<file path="src/rtl/serial_addsub_unit.sv">
// Digit-serial add/subtract unit: one DIGIT-wide adder slice is reused for
// WIDTH/DIGIT cycles, then the result and flags are held until the consumer takes them.

module serial_addsub_slice #(
  parameter int DIGIT = 1
) (
  input  logic [DIGIT-1:0] a_i,
  input  logic [DIGIT-1:0] b_i,
  input  logic             cin_i,
  output logic [DIGIT-1:0] sum_o,
  output logic             cout_o
);
  assign {cout_o, sum_o} = {1'b0, a_i} + {1'b0, b_i} + {{DIGIT{1'b0}}, cin_i};
endmodule

module serial_addsub_unit #(
  parameter int WIDTH = 8,
  parameter int DIGIT = 1
) (
  input  logic             clk,
  input  logic             rst_n,
  input  logic             in_valid,
  output logic             in_ready,
  input  logic [WIDTH-1:0] a,
  input  logic [WIDTH-1:0] b,
  input  logic             sub,
  output logic             out_valid,
  input  logic             out_ready,
  output logic [WIDTH-1:0] result,
  output logic             cb,
  output logic             ovf,
  output logic             zero
);
  localparam int N  = WIDTH / DIGIT;
  localparam int CW = (N > 1) ? $clog2(N) : 1;
  localparam int AW = (WIDTH > DIGIT) ? WIDTH - DIGIT : 1;

  if (WIDTH % DIGIT != 0) begin : g_bad_digit
    $error("serial_addsub_unit: WIDTH must be a multiple of DIGIT");
  end

  typedef enum logic [1:0] {S_IDLE, S_RUN, S_DONE} state_e;

  state_e            state_q, state_d;
  logic [WIDTH-1:0]  a_sh_q, b_sh_q, res_q;
  logic [AW-1:0]     acc_q;
  logic [CW-1:0]     cnt_q;
  logic              carry_q, mode_q, a_msb_q, b_msb_q;
  logic              cb_q, ovf_q, zero_q;
  logic              accept, step, last;
  logic [WIDTH-1:0]  b_eff, acc_nxt;
  logic [DIGIT-1:0]  sum_w;
  logic              cout_w;

  assign b_eff = sub ? ~b : b;

  serial_addsub_slice #(.DIGIT(DIGIT)) u_slice (
    .a_i   (a_sh_q[DIGIT-1:0]),
    .b_i   (b_sh_q[DIGIT-1:0]),
    .cin_i (carry_q),
    .sum_o (sum_w),
    .cout_o(cout_w)
  );

  // Sum digits enter at the MSB end so the LSB digit lands at bit 0 after N steps.
  if (WIDTH > DIGIT) begin : g_acc
    assign acc_nxt = {sum_w, acc_q};
  end else begin : g_noacc
    assign acc_nxt = sum_w;
  end

  always_comb begin
    state_d = state_q;
    accept  = 1'b0;
    step    = 1'b0;
    last    = 1'b0;
    case (state_q)
      S_IDLE: if (in_valid) begin
        accept  = 1'b1;
        state_d = S_RUN;
      end
      S_RUN: begin
        step = 1'b1;
        if (cnt_q == CW'(N-1)) begin
          last    = 1'b1;
          state_d = S_DONE;
        end
      end
      S_DONE: if (out_ready) state_d = S_IDLE;
      default: state_d = S_IDLE;
    endcase
  end

  always_ff @(posedge clk or negedge rst_n) begin
    if (!rst_n) state_q <= S_IDLE;
    else        state_q <= state_d;
  end

  always_ff @(posedge clk or negedge rst_n) begin
    if (!rst_n) begin
      a_sh_q  <= '0;
      b_sh_q  <= '0;
      acc_q   <= '0;
      cnt_q   <= '0;
      carry_q <= 1'b0;
      mode_q  <= 1'b0;
      a_msb_q <= 1'b0;
      b_msb_q <= 1'b0;
      res_q   <= '0;
      cb_q    <= 1'b0;
      ovf_q   <= 1'b0;
      zero_q  <= 1'b0;
    end else if (accept) begin
      a_sh_q  <= a;
      b_sh_q  <= b_eff;
      carry_q <= sub;
      mode_q  <= sub;
      a_msb_q <= a[WIDTH-1];
      b_msb_q <= b_eff[WIDTH-1];
      cnt_q   <= '0;
    end else if (step) begin
      a_sh_q  <= a_sh_q >> DIGIT;
      b_sh_q  <= b_sh_q >> DIGIT;
      carry_q <= cout_w;
      acc_q   <= acc_nxt[WIDTH-1 -: AW];
      if (last) begin
        res_q  <= acc_nxt;
        cb_q   <= mode_q ^ cout_w;
        ovf_q  <= (a_msb_q == b_msb_q) && (acc_nxt[WIDTH-1] != a_msb_q);
        zero_q <= (acc_nxt == '0);
      end else begin
        cnt_q  <= cnt_q + CW'(1);
      end
    end
  end

  assign in_ready  = (state_q == S_IDLE);
  assign out_valid = (state_q == S_DONE);
  assign result    = res_q;
  assign cb        = cb_q;
  assign ovf       = ovf_q;
  assign zero      = zero_q;
endmodule
</file>
<file path="config.mk">
export PLATFORM = sky130hd
export DESIGN_NAME = serial_addsub_unit
export DESIGN_NICKNAME = d
export VERILOG_FILES = /design/src/rtl/serial_addsub_unit.sv
export SDC_FILE = /design/constraint.sdc
export NUM_CORES = 1
export LEC_CHECK = 0
export BUFFER_PORTS_ARGS = -buffer_cell sky130_fd_sc_hd__buf_2
export CORE_ASPECT_RATIO = 0.75
export CORE_MARGIN = 1.5
export CORE_UTILIZATION = 50
export DETAILED_ROUTE_END_ITERATION = 8
export GPL_TIMING_DRIVEN = 0
export PLACE_DENSITY = 0.73
export SYNTH_ARGS = -nofsm -noshare
export SYNTH_HDL_FRONTEND = slang
export SYNTH_HIERARCHICAL = 1
export SYNTH_SLANG_ARGS = --single-unit
</file>
<file path="constraint.sdc">
create_clock -name clk -period 2 [get_ports clk]
set_clock_uncertainty 0.15 [all_clocks]
set_input_delay 0.4 -clock clk [delete_from_list [all_inputs] [get_ports clk]]
set_output_delay 0.4 -clock clk [all_outputs]
set_load 0.01 [all_outputs]
</file>
==> reports/metrics.yaml <==
status: "completed"
grt_pass1_vias: 1352
initial_utilization_pct: 52.5
vias_per_cell: 4.96
finalSetupViolations: 0
cp_max_fo: 4
synth-edff-count: 0
clock-root-buffer: "clkbuf_8"
synth.mux.area_fraction_pct: 5.27
cts_tree: "done"
setup.worst_path.end: "cnt_q[0]"
period_needed_ns: 1.76
hp-class: "input port to async pin"
required_ns: 2.03
synthXorXnorAreaFrac_pct: 4.10
synth_adder_area_share_pct: 2.34
yosys-top-cells-area: "dfrtp_1, nand2_1, mux2_2, xor2_1, a22oi_1"
ctsLongestPathBuffers: 2
synthTopCellsByCount: "nand2_1, dfrtp_1, nand3_1, nor2_1, mux2_2"
leakage_nw: 1.18
crit_chain: "ha_1, ha_1, nor3b_2, nor2_1, mux2_2"
worstSetupEndpointType: "flip-flop"
async_flop_share_pct: 100
final-hold-violation-count: 0
antenna_found_initial: 0
grt_max_degree: 44
synthSimpleGateAreaFrac_pct: 20.6
grt_remaining_overflow: 0
antenna_left: 0
synth_top_family_by_area: "simple AND/OR/NAND/NOR gates"
start_kind: "flip-flop"
slew_headroom_pct: 39.6
r2r.worst_path.cells: 5
syn_area_um2: 1920
clk_pin_slew_ns: 0.09
max_cap_viol_count: 0
rr_endpoint: "cnt_q[0]"
via_count: 1384
rsz0062_at_grt: "no"
synth-compound-area-share_pct: 7.22
io_pins: 34
syn_avg_cell_area_um2: 10.3
r2r-start: "cnt_q[0]"
ys_seq_area_share_pct: 56.0
post-synth-top-count-cell: "nand2_1"
numCtsBuffers: 5
nFillCells: 336
port_buffers: 32
criticalPathCategory: "flip-flop to flip-flop"
die_w_um: 74.6
drt-initial-drc-count: 89
worstSetupStartpoint: "cnt_q[0]"
gp_congestion: 0.774
postSynthCellCount: 187
arrival_ns: 1.80
grt_use_total_pct: 19.6
slew_viol_final: 0
core.rowCount: 19
synth_seq_cells: 43
fmax_mhz: 568
max_stage_delay_ns: 0.39
drt_first_pass_iters: 4
power_density_nw_per_um2: 1600
worstMarginPinSlew_ns: 0.906
ir_drop_mv: 0.904
die_area_um2: 4230
die_y_um: 56.7
fin_hold_ws_ns: 0.0813
yosysTopAreaCellShare_pct: 56.0
syn_nets: 211
insertion_delay_ns: 0.30
cts_resized: 0
ys_types: 27
fp.coreArea_um2: 3660
htree_levels: 2
nNetsFinal: 250
critical_path.slowest_cell: "dfrtp_1"
regToRegSetupSlack_ns: 0.24
n_antenna_cell: 0
yosys_warnings: 6
synth_flop_cell: "dfrtp_1"
finalCritPeriodShare_pct: 88.1
power_mw: 3.63
grt_pass1_wl_um: 6080
drc: 0
syn2layout_area_growth_pct: 17.6
yosysTopAreaCell: "dfrtp_1"
cts_setup_buffers: 0
layout-drive-gt1-share_pct: 27.3
critPathMostFrequentCell: "ha_1"
tns_ns: 0
place_hpwl_um: 2460
wl_um: 3460
cts_sinks: 43
cts_hold_buf: 0
wire_per_inst_um: 12.4
-- cell usage in the layout (no fill, tap or decap), types with 4 or more instances in the layout --
cell and count:
buf_2 38, clkbuf_8 5, a22oi_1 7, o21ai_0 4
nand2_1 58, nor2_1 10, nand3_1 10, a31oi_1 7
xor2_1 8, dfrtp_1 43, mux2_2 9, buf_6 4
-- per-stage QoR --
step	utilization, %	instance area [um^2]	std cells	setup slack (ns)
final	61.8	2260	279	0.238
after global placement	58.7	2150	271	0.268
after floorplan	-	1920	187	0.354
after CTS	61.8	2260	279	0.236
after global routing	61.8	2260	279	0.0985
after detailed placement	58.7	2150	271	0.252
-- cell type report --
| class | count | area [um^2] | area share (%) |
|---|---|---|---|
| Clock inverter | 3 | 43.8 | 1.94 |
| Buffer | 11 | 78.8 | 3.49 |
| Sequential cell | 43 | 1080 | 47.6 |
| Timing Repair Buffer | 32 | 160 | 7.08 |
| Multi-Input combinational cell | 131 | 761 | 33.6 |
| Tap cell | 52 | 65.1 | 2.88 |
| Inverter | 2 | 7.51 | 0.332 |
| Clock buffer | 5 | 68.8 | 3.04 |
-- metal layers --
metal | vias up | share of wire (%) | track usage, %
met2 | 26 | 45 | 28.7
li1 | 698 | - | -
met4 | 0 | 1.0 | 4.68
met3 | 5 | 3.8 | 7.54
met5 | - | 0 | 0
met1 | 655 | 50 | 27.6
-- power breakdown --
group          total, mW  switching, mW  internal (mW)
sequential          1.53          0.258           1.27
clock              0.669          0.297          0.372
combinational       1.43          0.783          0.646
total               3.63           1.34           2.29
-- how the worst min path moves through the flow --
stage | depth (start not counted) | from | endpoint | slack [ns]
3_3_place_gp | 2 | cb | cb | 0.31
2_1_floorplan | 0 | rst_n | a_msb_q | -0.05
4_1_cts | 1 | rst_n | result[0] | 0.11
6_report | 1 | rst_n | result[0] | 0.08
5_1_grt | 2 | out_ready | state_q[1] | 0.13
3_5_place_dp | 2 | ovf | ovf | 0.32
-- logic make-up after synthesis --
kind of cell,count (synthesis)
multiplexers,9
adder cells (fa/ha/maj),3
buffers and inverters,13
flip-flops,43
XOR/XNOR,9
AND/OR/NAND/NOR,89
AO/OA/AOI/OAI,21
-- registers in the layout, indices dropped and copies added, names as in the netlist --
register,cells
a_sh_q,8
b_sh_q,8
result,8
acc_q,7
cnt_q,3
state_q,2
a_msb_q,1
b_msb_q,1
carry_q,1
cb,1
mode_q,1
ovf,1
zero,1
-- worst max-delay path, delay by kind of cell (launching register included) --
kind	cells	cell delay, ns
fa+ha+maj	2	0.42
mux	1	0.28
simple gates	2	0.41
flops	1	0.39
Note: power is estimated with default switching activity, not from simulation.
